==> src/rtl/gray_to_binary_bm_if.sv <==
// Gray-to-binary converter bus: Gray source side (master) and converter side (slave).
// Latency: none; this is a signal bundle only.
// Backpressure: none; the source qualifies samples with in_valid and the converter always accepts.
interface gray_to_binary_bm_if #(
  parameter int WIDTH = 4
);
  logic [WIDTH-1:0] g;
  logic             in_valid;
  logic [WIDTH-1:0] b;
  logic [WIDTH-1:0] b_q;
  logic             out_valid;
  logic             step_err;
  logic             inc;
  logic             dec;

  // Gray-coded source: drives the code and its qualifier, observes the results.
  modport master (
    output g, in_valid,
    input  b, b_q, out_valid, step_err, inc, dec
  );

  // Converter: consumes the code, produces binary and step monitor flags.
  modport slave (
    input  g, in_valid,
    output b, b_q, out_valid, step_err, inc, dec
  );
endinterface

==> src/rtl/gray_to_binary_bm.sv <==
// Gray-to-binary converter with a combinational path and a registered, step-monitored path.
// Latency: b is zero-cycle combinational; b_q and flags appear one clk after an accepted sample.
// Backpressure: none; every in_valid sample is accepted, flags are one-cycle pulses.
module gray_to_binary_bm #(
  parameter int WIDTH = 4
) (
  input  logic                clk,
  input  logic                rst_n,
  gray_to_binary_bm_if.slave  bus
);

  localparam logic [WIDTH-1:0] ONE = {{(WIDTH-1){1'b0}}, 1'b1};

  // Prefix XOR from the MSB down: each binary bit is the parity of all Gray bits at or above it.
  function automatic logic [WIDTH-1:0] gray2bin(input logic [WIDTH-1:0] gv);
    logic [WIDTH-1:0] r;
    r[WIDTH-1] = gv[WIDTH-1];
    for (int i = WIDTH - 2; i >= 0; i--) begin
      r[i] = r[i+1] ^ gv[i];
    end
    return r;
  endfunction

  logic [WIDTH-1:0] conv_g;
  logic [WIDTH-1:0] gdiff;
  logic             one_bit_step;

  logic [WIDTH-1:0] bin_q,       bin_d;
  logic [WIDTH-1:0] g_prev_q,    g_prev_d;
  logic             has_prev_q,  has_prev_d;
  logic             out_valid_q, out_valid_d;
  logic             step_err_q,  step_err_d;
  logic             inc_q,       inc_d;
  logic             dec_q,       dec_d;

  // Combinational conversion and Hamming-distance-one test against the previous accepted code.
  always_comb begin
    conv_g       = gray2bin(bus.g);
    gdiff        = bus.g ^ g_prev_q;
    // Exactly one bit set: non-zero and clearing the lowest set bit leaves nothing.
    one_bit_step = (gdiff != '0) && ((gdiff & (gdiff - ONE)) == '0);
  end

  // Next-state: capture on accept, otherwise hold history and drop the pulses.
  always_comb begin
    bin_d       = bin_q;
    g_prev_d    = g_prev_q;
    has_prev_d  = has_prev_q;
    out_valid_d = 1'b0;
    step_err_d  = 1'b0;
    inc_d       = 1'b0;
    dec_d       = 1'b0;
    if (bus.in_valid) begin
      bin_d       = conv_g;
      g_prev_d    = bus.g;
      has_prev_d  = 1'b1;
      out_valid_d = 1'b1;
      // The first sample after reset has nothing to compare against, so it never flags.
      if (has_prev_q) begin
        step_err_d = ~one_bit_step;
        inc_d      = (conv_g == bin_q + ONE);
        dec_d      = (conv_g == bin_q - ONE);
      end
    end
  end

  // State registers; reset clears history so the next accept is treated as the first.
  always_ff @(posedge clk or negedge rst_n) begin
    if (!rst_n) begin
      bin_q       <= '0;
      g_prev_q    <= '0;
      has_prev_q  <= 1'b0;
      out_valid_q <= 1'b0;
      step_err_q  <= 1'b0;
      inc_q       <= 1'b0;
      dec_q       <= 1'b0;
    end else begin
      bin_q       <= bin_d;
      g_prev_q    <= g_prev_d;
      has_prev_q  <= has_prev_d;
      out_valid_q <= out_valid_d;
      step_err_q  <= step_err_d;
      inc_q       <= inc_d;
      dec_q       <= dec_d;
    end
  end

  assign bus.b         = conv_g;
  assign bus.b_q       = bin_q;
  assign bus.out_valid = out_valid_q;
  assign bus.step_err  = step_err_q;
  assign bus.inc       = inc_q;
  assign bus.dec       = dec_q;

endmodule

==> src/flat_wrapper.sv <==
// flat-port wrapper written by rule: the top's interface ports become plain ports
module gray_to_binary_bm_flat 
#(
  parameter int WIDTH = 4
)
  (clk, rst_n, bus_g, bus_in_valid, bus_b, bus_b_q, bus_out_valid, bus_step_err, bus_inc, bus_dec);
  gray_to_binary_bm_if #(.WIDTH(WIDTH)) bus_i ();
  input  logic clk;
  input  logic rst_n;
  input wire logic [$bits(bus_i.g)-1:0] bus_g;
  input wire logic [$bits(bus_i.in_valid)-1:0] bus_in_valid;
  output wire logic [$bits(bus_i.b)-1:0] bus_b;
  output wire logic [$bits(bus_i.b_q)-1:0] bus_b_q;
  output wire logic [$bits(bus_i.out_valid)-1:0] bus_out_valid;
  output wire logic [$bits(bus_i.step_err)-1:0] bus_step_err;
  output wire logic [$bits(bus_i.inc)-1:0] bus_inc;
  output wire logic [$bits(bus_i.dec)-1:0] bus_dec;
  assign bus_i.g = bus_g;
  assign bus_i.in_valid = bus_in_valid;
  assign bus_b = bus_i.b;
  assign bus_b_q = bus_i.b_q;
  assign bus_out_valid = bus_i.out_valid;
  assign bus_step_err = bus_i.step_err;
  assign bus_inc = bus_i.inc;
  assign bus_dec = bus_i.dec;
  gray_to_binary_bm #(.WIDTH(WIDTH)) u_core (.clk(clk), .rst_n(rst_n), .bus(bus_i));
endmodule
==> config.mk <==
export PLATFORM = sky130hd
export DESIGN_NAME = gray_to_binary_bm_flat
export DESIGN_NICKNAME = d
export VERILOG_FILES = /design/src/rtl/gray_to_binary_bm_if.sv /design/src/rtl/gray_to_binary_bm.sv /design/src/flat_wrapper.sv
export SDC_FILE = /design/constraint.sdc
export NUM_CORES = 1
export LEC_CHECK = 0
export CORE_AREA = 3 3 44 46
export DETAILED_ROUTE_END_ITERATION = 10
export DIE_AREA = 0 0 47 49
export PLACE_DENSITY = 0.78
export SLEW_MARGIN = 10
export SYNTH_ARGS = -nofsm -noshare
export SYNTH_HDL_FRONTEND = slang
export SYNTH_SLANG_ARGS = --single-unit
==> constraint.sdc <==
create_clock -name clk -period 1.8 [get_ports clk]
set_clock_uncertainty 0.1 [all_clocks]
set_input_delay 0.45 -clock clk [delete_from_list [all_inputs] [get_ports clk]]
set_output_delay 0.45 -clock clk [all_outputs]
set_load 0.05 [all_outputs]
Word-level counts from Yosys, hierarchy flattened
Cells that the tools add are included.
{"block": "word_totals", "ff_bits": 13, "input_bits": 7}
{"block": "op_classes", "addsub": 3, "eq_ne": 2, "mux": 7, "n_bitwise": 6, "reduce_logical": 3}
{"operator": "equality test 4 bit", "n": 2}
{"operator": "subtractor 4 x 1 -> 4 bit, second input constant", "n": 2}
{"operator": "two-way mux 1 bit", "n": 7}
{"operator": "adder 4 x 1 -> 4 bit, second input constant", "n": 1}
{"operator": "bitwise AND 4 bit", "n": 1}
{"operator": "logical NOT 4 bit", "n": 1}
{"operator": "nonzero test 4 bit", "n": 1}
{"operator": "XOR 4 bit", "n": 1}
{"operator": "XOR 1 bit", "n": 3}
{"operator": "logical AND 1 bit", "n": 1}
{"operator": "NOT 1 bit", "n": 1}

Depth between registers and ports, before layout
Gate-level depths: netlist of the first run.
{"block": "logic_depth", "ltp_word": 8, "ltp_mapped": 6, "depth_no_buf": 6}

Least setup slack after synthesis of the first run
Ideal clock, no wire load.
{"block": "synth_timing", "path_kind": "in2out", "from": "in bus_g[3]", "to": "out bus_b[0]", "arrival_time_ns": 2.035, "setup_slack_ns": -0.785, "path_stages": 3, "path_cell_list": "xnor2_2 > xnor2_2 > xor2_1"}
{"block": "synth_via", "elab_chain_len": 3}
{"item": "start: declaration", "line": "flat_wrapper.sv:10", "source": "input wire logic [$bits(bus_i.g)-1:0] bus_g;"}
{"item": "XOR 1 bit (2 in a row)", "line": "gray_to_binary_bm.sv:19", "source": "r[i] = r[i+1] ^ gv[i];"}
{"item": "named net bus_b[1]", "line": "flat_wrapper.sv:12", "source": "output wire logic [$bits(bus_i.b)-1:0] bus_b;"}
{"item": "XOR 1 bit", "line": "gray_to_binary_bm.sv:19"}
{"item": "end: declaration", "line": "flat_wrapper.sv:12"}
The timed path passes the listed nets, and every way through them passes these cells.

Final worst setup path of the first run
{"block": "layout_timing", "from": "in bus_g[1]", "to": "out bus_b[0]"}
{"block": "layout_via", "elab_chain_len": 2}
{"item": "XOR 1 bit (2 in a row)", "line": "gray_to_binary_bm.sv:19"}
No other way between the ends.

==> results.txt, run 1 <==
The count of unique library cells instantiated by Yosys is 23. Across the VDD grid, the largest voltage drop is 0.628 mV. The share of total power consumed by net switching came out at 37.1%. The clock-pin slew reported for the worst setup and hold paths after clock tree synthesis came out at 0.08 ns. The final count of negative-setup-slack endpoints came out at 1. The synthesis warning total is 0. OpenSTA, run right after detailed placement, puts the worst setup slack at -0.497 ns.

The largest individual stage delay along the critical path comes from the cell sky130_fd_sc_hd__xnor2_4. The wire length of the first global-routing pass came out at 2.46 mm. The post-synthesis async set-or-reset flop share is 100%. TritonCTS built the clock tree.

The final RePlAce weighted congestion is 0.730. The most frequent cell after synthesis is sky130_fd_sc_hd__dfrtp_1. Across the run, the number of max-cap violations was 0. The required time of the critical path is between 1 and 1.5 ns. The overall power of the completed layout came out at 1.12 mW. The worst setup path is launched from an input port. The total via count in the routed design is 547. The first-iteration detailed-routing DRC count came out at 10.

Counting every net in the synthesized netlist gives 71. The via count of the first global-routing pass is about 570. The antenna violation net count after detailed routing came out at 0. The area enclosed by the die boundary is 2300 µm². The portion of the clock cycle consumed by the worst path in the final layout is 103%. The number of buffers on the longest clock path is 2. In the synthesized netlist the dominant register cell turns out to be sky130_fd_sc_hd__dfrtp_1. The final routed DRC violation total is 0. The number of iterations in the first detailed-routing pass came out at 4. The total internal power is 0.706 mW. The family with the most delay on the worst path is XOR/XNOR gates. The final critical path time including I/O delays and setup came out at about 1.9 ns.

The floorplan core area is 1540 µm². The final-report hold violation count came out at 0. The post-detailed-route via-to-cell ratio is roughly 5.0. The synthesis-to-layout area growth is 62.6%. The final-report max-slew violation count is 0.

The final HPWL from detailed placement came out at 1.09 mm. STA classifies the critical path endpoint as a primary output. The number of placement rows came out at 14. Global routing finished with a remaining overflow of 0. The critical path contains buffers and inverters numbering 2 combined.

The number of register bits inferred by synthesis came out at 12. From left edge to right edge, the die measures roughly 47 µm. The largest stage delay on the critical path is 0.25 ns. The mean cell area of the mapped netlist is 11.3 µm².

The leakage component of the power came out at 0.511 nW. The checks that failed: setup timing. After synthesis the cells add up to 702 µm². The largest total area in the synthesized netlist belongs to sky130_fd_sc_hd__dfrtp_1. In this run the vertical extent of the chip is 49 µm.

The total negative slack came out at -0.0511 ns. The tree is rooted in a sky130_fd_sc_hd__clkbuf_4. The signal on the critical path passes through clkdlybuf4s15_2 -> xnor2_4 -> xor2_4 -> buf_12. In this run the power density over the cells is 984 nW/µm². The final critical-path setup slack is -0.0511 ns. The number of standard cells after synthesis came out at 62. The critical path is of the input port to primary output type. The number of antenna violations at the first check in global routing came out at 0. The run finished, with violations left. The final routed wirelength across all metal layers is 1.40 mm. The clock network fraction of total power is 19.2%. The count of nets after finishing came out at 103. Sequential cells were found to cover 42.8% of the synthesized design area. The count of clock tree sinks is 12. The share of power burned in combinational logic is 51.6%. The commonest cells after synthesis are 12 x sky130_fd_sc_hd__dfrtp_1, 8 x sky130_fd_sc_hd__xnor2_1, 5 x sky130_fd_sc_hd__mux2_2, 5 x sky130_fd_sc_hd__nand2_1, 4 x sky130_fd_sc_hd__nor2_1. The worst min-delay path class is input port to async pin. The worst slew margin relative to its limit came out at 69.9%. Setup repair after global routing could not meet its margin everywhere.

The cts-stage hold buffer count is 0. At the later pin of the worst-skew pair, clock insertion delay measures between 0.2 and 0.3 ns. CTS built an H-tree with a depth of 1. In the final routed layout, each cell accounts on average for between 10 and 15 µm.

Entering global routing, the biggest net connects 13 pins. The area share of the leading cell type in the synthesized netlist came out at 42.8%. The worst endpoint data arrival time is 1.30 ns.

The slew at the pin closest to its max-slew limit came out at 0.448 ns. The CTS buffer count came out at 3. The starting density of the core is 45.5%. The upper clock frequency limit is 0.540 GHz. By area the synthesized netlist is led by sky130_fd_sc_hd__dfrtp_1 43%, sky130_fd_sc_hd__xnor2_1 10%, sky130_fd_sc_hd__mux2_2 8.0%. The number of primary I/O pins came out at 19. The sequential share of power is 29.1%.

The number of flops mapped to enable cells by yosys came out at 0. The fraction of layout cells with a size suffix above 1 is 49.5%. In this run the tool buffered the top-level ports with 18 buffer cells. The analysis attributes to net switching a power of 0.417 mW. The diode insertion count for antenna repair is 0. The number of fill cells in the layout is around 100. Across every metal layer, demand over resource in global routing totals 14.8%.

The maximum fanout count along the critical path is 3.
-- placed cells by master (no fill, tap or decap), drive strengths merged, types with 3 or more instances in the layout --
master  instances
buf            26
inv             3
xnor2          10
nand3           3
dfrtp          12
nor2            4
xor2            3
mux2            5
clkbuf          4
nand2           5
-- worst reg2reg max path: stages (launching register included) --
cell	delay (ns)
sky130_fd_sc_hd__dfrtp_2	0.43
sky130_fd_sc_hd__inv_1	0.07
sky130_fd_sc_hd__ha_1	0.28
sky130_fd_sc_hd__xnor2_1	0.13
sky130_fd_sc_hd__buf_4	0.15
sky130_fd_sc_hd__nor2_1	0.10
sky130_fd_sc_hd__nand2_1	0.08
sky130_fd_sc_hd__a211oi_2	0.23
-- through the flow --
step           cells  hold slack (ns)  cell area, µm²  util [%]
3_3_place_gp     104            0.355            1080      70.3
5_1_grt          109            0.364            1140      74.0
4_1_cts          108            0.369            1130      73.3
6_report         109            0.370            1140      74.0
3_5_place_dp     104            0.380            1080      70.3
2_1_floorplan     62           0.0544             749         -
-- path summary, 6_finish.rpt --
kind,start,end,slack [ns],cells after the start
max in group asynchronous,rst_n,u_core.bus.b_q[1]$_DFFE_PN0P_,1.06,2
worst max register to register,u_core.bus.b_q[1]$_DFFE_PN0P_,u_core.bus.inc$_DFF_PN0_,0.14,7
worst min register to register,u_core.has_prev_q$_DFFE_PN0P_,u_core.has_prev_q$_DFFE_PN0P_,0.40,1
worst min-delay path,rst_n,u_core.g_prev_q[1]$_DFFE_PN0P_,0.37,2
min in group clk,u_core.has_prev_q$_DFFE_PN0P_,u_core.has_prev_q$_DFFE_PN0P_,0.40,1
worst max-delay path,bus_g[1],bus_b[0],-0.05,4
-- power groups by stage --
stage	Clock [mW]	Combinational [mW]	Sequential (mW)
floorplan	0	0.257	0.406
global placement	0	0.560	0.331
detailed placement	0	0.573	0.332
CTS	0.219	0.578	0.327
global route	0.242	0.619	0.333
finish	0.216	0.580	0.327
-- metal layers --
metal / track usage, % / vias to the layer above / share of wire (%)
met1: 19.0 / 264 / 44
li1: - / 265 / -
met3: 5.90 / 2 / 6.1
met5: 0 / - / 0
met2: 22.2 / 16 / 49
met4: 5.07 / 0 / 0.93
-- repair_timing --
item                                    in CTS  in global routing
pin swaps                                    3                  3
setup buffers                                0                  1
endpoints found under the setup margin       7                  2
resized for setup                           18                  1
gates cloned                                 0                  0
-- layout make-up --
cell class / instances / area (µm²) / area share (%)
flip-flops and latches: 12 / 303 / 26.5
repair buffers: 30 / 354 / 31.0
well taps: 16 / 20.0 / 1.75
clock buffers: 4 / 36.3 / 3.18
inverters: 3 / 11.3 / 0.987
multi-input cells: 44 / 417 / 36.5
-- cell families after synthesis --
family / count (synthesis) / synth area share [%]
multiplexers: 6 / 9.45
adder cells (fa/ha/maj): 2 / 3.56
flip-flops: 12 / 42.8
AO/OA/AOI/OAI: 6 / 6.77
AND/OR/NAND/NOR: 16 / 11.4
XOR/XNOR: 14 / 21.7
buffers and inverters: 6 / 4.28
-- registers in the layout, summed over array words and instances, names as in the netlist --
register and count:
u_core.bus.out_valid 1, u_core.has_prev_q 1, u_core.bus.inc 1, u_core.bus.step_err 1
u_core.bus.dec 1, u_core.g_prev_q 4, u_core.bus.b_q 3
(Power assumes the default switching activity.)
==> run 2, diff against run 1 <==
SLEW_MARGIN = 20   (was 10)
==> results of run 2 <==
Final layout, timing and power as in run 1 (identical DEF).
